===== config.mk =====
export PLATFORM = sky130hd
export DESIGN_NAME = baccarat_fsm
export DESIGN_NICKNAME = d
export VERILOG_FILES = /design/src/rtl/baccarat_fsm.sv
export SDC_FILE = /design/constraint.sdc
export NUM_CORES = 1
export LEC_CHECK = 0
export BUFFER_PORTS_ARGS = -buffer_cell sky130_fd_sc_hd__buf_2
export CELL_PAD_IN_SITES_DETAIL_PLACEMENT = 1
export CELL_PAD_IN_SITES_GLOBAL_PLACEMENT = 2
export CORE_MARGIN = 2
export CORE_UTILIZATION = 29
export DETAILED_ROUTE_END_ITERATION = 8
export PLACE_DENSITY_LB_ADDON = 0.08
export SYNTH_ARGS = -nofsm -noshare
export SYNTH_HDL_FRONTEND = slang
export SYNTH_SLANG_ARGS = --single-unit

===== constraint.sdc =====
create_clock -name clock -period 1.9 [get_ports clock]
set_input_delay 0.095 -clock clock [delete_from_list [all_inputs] [get_ports clock]]
set_output_delay 0.095 -clock clock [all_outputs]
set_load 0.01 [all_outputs]

===== src/rtl/baccarat_fsm.sv =====
// Baccarat game controller: sequences the six card-load strobes for the
// card datapath, applies the natural and third-card rules to the scores
// coming back, and lights the winner at the end of the deal.
module baccarat_fsm #(
    parameter int unsigned NATURAL_MIN  = 8,
    parameter int unsigned PLAYER_STAND = 6
) (
    input  logic       clock,
    input  logic       reset,
    input  logic [3:0] pscore,
    input  logic [3:0] dscore,
    input  logic [3:0] pcard3,
    output logic       load_pcard1,
    output logic       load_pcard2,
    output logic       load_pcard3,
    output logic       load_dcard1,
    output logic       load_dcard2,
    output logic       load_dcard3,
    output logic       player_win_light,
    output logic       dealer_win_light,
    output logic       game_done
);

    typedef enum logic [3:0] {
        S_P1,
        S_D1,
        S_P2,
        S_D2,
        S_CHECK,
        S_P3,
        S_BANK,
        S_D3,
        S_DONE
    } state_t;

    localparam logic [3:0] NATURAL_LIMIT = 4'(NATURAL_MIN);
    localparam logic [3:0] STAND_LIMIT   = 4'(PLAYER_STAND);

    // Strobe order inside the vectors: pcard1, dcard1, pcard2, dcard2, pcard3, dcard3
    state_t     state;
    state_t     next_state;
    logic [5:0] strobe_reg;
    logic [5:0] next_strobe;
    logic       done_reg;
    logic       next_done;
    logic [3:0] third_value;
    logic       banker_draws;
    logic       natural;

    // Face cards and tens count as zero for the banker table; 0 means no card
    always_comb begin
        third_value = (pcard3 <= 4'd9) ? pcard3 : 4'd0;
    end

    // Two-card naturals end the deal; scores above 9 are treated as naturals so the game always finishes
    always_comb begin
        natural = (pscore >= NATURAL_LIMIT) || (dscore >= NATURAL_LIMIT) ||
                  (pscore > 4'd9) || (dscore > 4'd9);
    end

    // Banker third-card table, indexed by banker total and the player's third card value
    always_comb begin
        banker_draws = 1'b0;
        case (dscore)
            4'd0, 4'd1, 4'd2: banker_draws = 1'b1;
            4'd3:             banker_draws = (third_value != 4'd8);
            4'd4:             banker_draws = (third_value >= 4'd2) && (third_value <= 4'd7);
            4'd5:             banker_draws = (third_value >= 4'd4) && (third_value <= 4'd7);
            4'd6:             banker_draws = (third_value >= 4'd6) && (third_value <= 4'd7);
            default:          banker_draws = 1'b0;
        endcase
    end

    // Next-state decode for the deal sequence and the drawing rules
    always_comb begin
        next_state = state;
        case (state)
            S_P1:    next_state = S_D1;
            S_D1:    next_state = S_P2;
            S_P2:    next_state = S_D2;
            S_D2:    next_state = S_CHECK;
            S_CHECK: begin
                if (natural)
                    next_state = S_DONE;
                else if (pscore < STAND_LIMIT)
                    next_state = S_P3;
                else if (dscore <= 4'd5)
                    next_state = S_D3;
                else
                    next_state = S_DONE;
            end
            S_P3:    next_state = S_BANK;
            S_BANK:  next_state = banker_draws ? S_D3 : S_DONE;
            S_D3:    next_state = S_DONE;
            S_DONE:  next_state = S_DONE;
            default: next_state = S_P1;
        endcase
    end

    // Output decode of the upcoming state so the registered outputs line up with the state they belong to
    always_comb begin
        next_strobe = 6'b000000;
        next_done   = 1'b0;
        case (next_state)
            S_P1:    next_strobe = 6'b100000;
            S_D1:    next_strobe = 6'b010000;
            S_P2:    next_strobe = 6'b001000;
            S_D2:    next_strobe = 6'b000100;
            S_P3:    next_strobe = 6'b000010;
            S_D3:    next_strobe = 6'b000001;
            S_DONE:  next_done   = 1'b1;
            default: next_strobe = 6'b000000;
        endcase
    end

    // State and registered outputs; reset parks the game at the first player card
    always_ff @(posedge clock) begin
        if (!reset) begin
            state      <= S_P1;
            strobe_reg <= 6'b100000;
            done_reg   <= 1'b0;
        end else begin
            state      <= next_state;
            strobe_reg <= next_strobe;
            done_reg   <= next_done;
        end
    end

    // Every output is held low while reset is asserted, even before the reset edge arrives
    assign load_pcard1      = reset & strobe_reg[5];
    assign load_dcard1      = reset & strobe_reg[4];
    assign load_pcard2      = reset & strobe_reg[3];
    assign load_dcard2      = reset & strobe_reg[2];
    assign load_pcard3      = reset & strobe_reg[1];
    assign load_dcard3      = reset & strobe_reg[0];
    assign game_done        = reset & done_reg;
    assign player_win_light = reset & done_reg & (pscore >= dscore);
    assign dealer_win_light = reset & done_reg & (dscore >= pscore);

endmodule


==> results of run 1 <==
[logic make-up (layout without fill, tap and decap cells)]
kind of cell	Yosys count	in the layout	synth area share [%]
buffers and inverters	11	33	6.01
AND/OR/NAND/NOR	41	41	35.3
flip-flops	11	11	31.1
AO/OA/AOI/OAI	20	20	20.5
adder cells (fa/ha/maj)	4	4	7.07
[cell usage in the layout, fill, tap and decap left out, types with 2 or more instances in the layout]
cell,count
buf_2,22
dfxtp_1,11
and2_1,8
nand2_1,8
inv_1,7
o21a_1,5
nor3_1,5
a31oi_1,4
a21oi_1,4
ha_1,4
nor2b_1,3
nor2_1,3
clkbuf_4,3
o31ai_1,2
nand4_1,2
and3_1,2
[worst reg2reg max path, cell delays in order (launching register included)]
cell and delay, ns:
dfxtp_1 0.54, nor2b_1 0.27, nand4_2 0.19, and3_1 0.20
[area by class of cell]
class                   count  share of cell area, %
inverters                   7                   3.04
clock buffers               4                   3.04
well taps                  28                   4.06
flip-flops and latches     11                   25.5
multi-input cells          65                   51.6
repair buffers             22                   12.8
[through the flow]
step | cell area [µm²] | util, %
5_1_grt | 863 | 38.3
6_report | 863 | 38.3
3_5_place_dp | 837 | 37.1
3_3_place_gp | 837 | 37.1
2_1_floorplan | 708 | -
4_1_cts | 863 | 38.3
[Yosys cell counts]
cell type / number / area, µm²
inv_1: 7 / 26.3
or4b_1: 1 / 10.0
nand4_2: 1 / 12.5
a31oi_1: 4 / 25.0
and2b_4: 1 / 10.0
dfxtp_1: 11 / 220
o21a_1: 5 / 37.5
and4_1: 1 / 8.76
nand2_1: 8 / 30.0
a21oi_1: 4 / 20.0
nor2_1: 3 / 11.3
ha_1: 4 / 50.1
o311ai_2: 1 / 16.3
nor2_4: 1 / 11.3
and2b_1: 1 / 7.51
a41oi_1: 1 / 8.76
or3b_1: 1 / 8.76
and2_1: 8 / 50.1
clkbuf_1: 3 / 11.3
o31a_1: 1 / 8.76
nor3b_1: 1 / 7.51
nor3_1: 5 / 25.0
buf_2: 1 / 5.00
o31ai_1: 2 / 15.0
nor2b_1: 3 / 18.8
and3_1: 2 / 12.5
o21ai_1: 1 / 5.00
nand4_1: 2 / 12.5
or2_1: 1 / 6.26
or2b_1: 1 / 7.51
a211o_1: 1 / 8.76
[power by group]
part / internal, W / switching [W]
clock: 0.0000812 / 0.0000792
combinational: 0.0000588 / 0.0000639
sequential: 0.000248 / 0.0000233
total: 0.000388 / 0.000166
[worst paths after layout]
kind / endpoint / cells after the start / startpoint / slack [ns]
setup reg to reg: strobe_reg[1] / 3 / state[1] / 0.60
hold / removal: strobe_reg[5] / 2 / reset / 0.09
setup / recovery: dealer_win_light / 8 / pscore[1] / 0.45
hold reg to reg: strobe_reg[5] / 2 / state[3] / 0.57
[layer usage]
metal / part of all wire (%) / track usage, % / vias to the layer above / wire length (µm)
met4: 0.70 / 2.56 / 0 / 12
met1: 51 / 19.5 / 308 / 884
met3: 2.9 / 5.08 / 2 / 49
li1: - / - / 350 / -
met2: 45 / 21.0 / 10 / 772
met5: 0 / 0 / - / 0
==> impl_results.md, run 1 <==
- Hold Path Class: input pin to flip-flop
- GR Overflow Total: 0
- Number of global-route vias before repair: 656
- # port buffers: 22
- Mean Syn Cell Area: 8.14 µm²
- GPL Wtd Cong: 0.734
- CP cell instances: buf_2, inv_1, ha_1, nor2b_1, o21a_1, o21a_1, o31a_1, buf_2
- Clock tree root driver cell: clkbuf_4
- Iteration-0 DRC Markers: 2
- Post-synthesis cell type count: 31
- RSZ-0062 raised after global routing: false
- Max-Cap Viols: 0
- Endpoints failing setup: 0
- Area occupied by registers: 220 µm²
- First-pass GRT wire length: 2880 µm
- Die Ht: 53.4 µm
- Fill count: 314
- Power, Total: 0.000554 W
- Worst-Margin Slew: 0.368 ns
- Arrival time worst endpoint: 1.35 ns
- Cell area after synthesis: 708 µm²
- CP max-delay cell: ha_1
- CTS sink cnt: 11
- Worst-skew pair later-pin latency: 0.27 ns
- Largest net degree at the start of global routing: 14
- Placement Setup Slack: 0.437 ns
- Pwr dens: 642 nW/µm²
- Cell leakage power: 0.417 nW
- Critical Path RT: 1.80 ns
- Wirelength per Cell: 12.5 µm
- Reg clk slew, reported paths: 0.07 ns
- Max-slew violations: 0
- Fmax: 690 MHz
- Outcome: complete, no violations
- GR Util All Layers: 14.1%
- CTS buffer count: 3
- Final #Nets: 128
- Placed cell count: 133
- H-Tree Depth: 1
- Hold Buf Count CTS: 0
- CP endpoint kind: output pin
- Fin crit period: 1.45 ns
- Fin crit share: 76.3%
- Critical path class: input pin to output pin
- Slew margin rel.: 75.5%
- Drt total wl: 1720 µm
- Initial antenna violation count: 0
- Hpwl dp: 1400 µm
- Multi-input logic area: 445 µm²
- Hold WS: 0.0923 ns
- Area grow syn2layout: 21.9%
- Setup TNS: 0 ns
- Final hold violations: 0
- Final std cells w/o fill: 137
- Synth warnings: 0
- Peak supply drop: 469 µV
- Sequential area share after synthesis: 31.1%
- Post-synthesis cell count: 87
- Post-cts resize count: 0
- Starting Density: 31.4%
- Core box area: 2250 µm²
- Layout cell share with drive strength beyond 1: 26.6%
- CP peak stage delay: 0.30 ns
- CP Buf/Inv Count: 3
- DRC violations left: 0
- Yosys reg bits: 11
- First-pass DRT Iterations: 3
- Maximum fanout along the worst path: 3
- Vias per inst: 4.89
- Largest register FFs: 6
- Routed vias: 670
- Syn nets: 105
- Die ar.: 2850 µm²
- CP delay by family, top: compound AO/OA/AOI/OAI gates
- TritonCTS clock tree: yes
- Final Worst Setup Slack: 0.451 ns
- # rows: 17
- Crit start category: input pin
- Die X: 53.4 µm
- Max Buffers Root-to-Sink: 2
- Antenna Nets Post-Route: 0
- Antenna cells: 0
- Post-CTS setup repair buffer count: 0
- Boundary Pins: 23
- Worst Skew: 0.00658 ns
(Power assumes the default switching activity.)
==> run 2: changes to the inputs <==
- ABC_AREA: unset -> 1
- CORE_UTILIZATION: 29 -> 22
- clock period: 1.9 -> 1.25 ns (I/O delays scaled with it)
==> impl_results.md, run 2 <==
- Crit start category: flip-flop
- Critical Path RT: 1.46 ns
- Boundary Pins: 23
- Critical path class: flip-flop to flip-flop
- # port buffers: 22
- Slew margin rel.: 79.2%
- Antenna Nets Post-Route: 0
- Routed vias: 777
- CTS buffer count: 3
- Reg2Reg Depth: 6
- Starting Density: 23.4%
- Layout cell share with drive strength beyond 1: 36.8%
- CP peak stage delay: 0.34 ns
- Mean Syn Cell Area: 6.16 µm²
- CP endpoint kind: flip-flop
- Die X: 61.2 µm
- CP max-delay cell: dfxtp_2
- Area grow syn2layout: 36.6%
- Post-synthesis cell type count: 20
- Levels on crit path: 6
- Async set or reset register ratio after synthesis: 0%
- First-pass GRT wire length: 3200 µm
- CP cell instances: buf_4, nor3_4, nand3_2, nand2_1, nand3_1, nor2_1
- Leading area contributor after synthesis: dfxtp_1
- Antenna cells: 0
- Endpoints failing setup: 0
- Initial antenna violation count: 0
- Die Ht: 61.2 µm
- Pwr dens: 921 nW/µm²
- Max-slew violations: 0
- Synth warnings: 0
- GR Util All Layers: 11.5%
- Fin crit period: 1.16 ns
- Fin crit share: 93.0%
- Most common cell in the netlist: nand2_1
- Peak supply drop: 428 µV
- Die ar.: 3750 µm²
- Post-CTS setup repair buffer count: 0
- Drt total wl: 1910 µm
- Fmax: 861 MHz
- Ranking of synthesized cells by area: dfxtp_1 31%, nand2_1 17%, inv_1 14%, ha_1 6.9%, nor2_1 6.3%
- Cell area after synthesis: 721 µm²
- Core box area: 3080 µm²
- Synth Flop Type: dfxtp_1
- Yosys top cell area share: 30.6%
- Largest register FFs: 6
- Worst Skew: 0.00611 ns
- Outcome: complete, no violations
- Placed cell area: 893 µm²
- # rows: 20
- GR Overflow Total: 0
- Wirelength per Cell: 10.2 µm
- Largest net degree at the start of global routing: 14
- H-Tree Depth: 1
- Sequential area share after synthesis: 30.6%
- CP delay by family, top: simple AND/OR/NAND/NOR gates
- First-pass DRT Iterations: 4
- Reg clk slew, reported paths: 0.07 ns
- Most common cell after layout, fill and taps aside: nand2_1
- Worst-skew pair later-pin latency: 0.27 ns
- RSZ-0062 raised after global routing: true
- Cell leakage power: 0.560 nW
- Hpwl dp: 1560 µm
- Iteration-0 DRC Markers: 23
- DRC violations left: 0
- Number of global-route vias before repair: 764
- Post-layout instance area: 985 µm²
- Arrival time worst endpoint: 1.37 ns
- Most frequent cells in the layout: 28 x nand2_1, 23 x inv_1, 22 x buf_2
- Hold Path Class: input pin to flip-flop
- Fill count: 410
- Clock tree root driver cell: clkbuf_4
- Worst-Margin Slew: 0.309 ns
- Vias per inst: 4.13
- Post-synthesis cell count: 117
- CP Buf/Inv Count: 1
- Cells on Worst Hold Path: 2
- GPL Wtd Cong: 0.751
- Max-Cap Viols: 0
- Syn nets: 135
- CTS sink cnt: 11
- Final Worst Setup Slack: 0.0881 ns
- Max Buffers Root-to-Sink: 2
- Maximum fanout along the worst path: 5
- Placement Setup Slack: 0.00195 ns
- Final hold violations: 0
- TritonCTS clock tree: yes
- Yosys reg bits: 11
- Post-layout util: 32.0%
- Final #Nets: 163
- Synth top cells by count: 32 x nand2_1, 26 x inv_1, 12 x nor2_1
- Number of synthesized flops with an enable pin: 0
-- run 2: final timing paths --
kind	startpoint	to	slack, ns
max	state[0]	strobe_reg[0]	0.09
min	reset	strobe_reg[5]	0.08
max reg2reg	state[0]	strobe_reg[0]	0.09
min reg2reg	state[1]	strobe_reg[3]	0.46
-- run 2: where the power goes --
group | total, W | switching (W) | leakage [nW] | internal, W
registers | 0.000398 | 0.0000185 | 0.0920 | 0.000379
clock network | 0.000245 | 0.000121 | 0.0150 | 0.000124
logic | 0.000264 | 0.000158 | 0.453 | 0.000107
total | 0.000907 | 0.000297 | 0.560 | 0.000610
-- run 2: kinds of logic after synthesis --
kind of cell               count (synthesis)  share of synthesized area (%)
buffers and inverters                     30                           16.1
DFF                                       11                           30.6
AOI/OAI and AO/OA                         16                           12.8
and+or+nand+nor                           56                           33.5
adders and majority gates                  4                           6.94
-- run 2: stage by stage --
step / hold slack [ns] / power, W / cells / TNS [ns]
after CTS: 0.0889 / 0.000884 / 188 / 0
after detailed placement: 0.369 / 0.000638 / 184 / 0
after global routing: 0.0998 / 0.000981 / 188 / -0.0947
final: 0.0752 / 0.000907 / 188 / 0
after floorplan: 0.226 / 0.000551 / 117 / 0
after global placement: 0.362 / 0.000634 / 184 / 0
-- run 2: per-layer routing --
layer | vias to the layer above | routed length [µm] | GRT usage (%)
met3 | 0 | 93 | 3.78
met5 | - | 0 | 0
li1 | 417 | - | -
met4 | 0 | 0 | 1.86
met2 | 14 | 879 | 18.7
met1 | 346 | 936 | 15.1
-- run 2: layout make-up --
class	count	area (µm²)	share of cell area, %
well taps	44	55.1	5.59
flip-flops and latches	11	228	23.1
clock buffers	4	26.3	2.67
multi-input cells	76	439	44.6
repair buffers	24	125	12.7
inverters	29	111	11.3
-- run 2: worst reg2reg max path, delay by kind of cell, from the launching register on --
kind | cells | cell delay (ns)
AND/OR/NAND/NOR | 5 | 0.62
flip-flops | 1 | 0.34
buffers and inverters | 1 | 0.15
-- run 2: what timing repair did --
| action | CTS | global route |
|---|---|---|
| pin swaps | 0 | 9 |
| endpoints found under the setup margin | 1 | 7 |
| hold buffers | 0 | 0 |
| resized for setup | 1 | 24 |
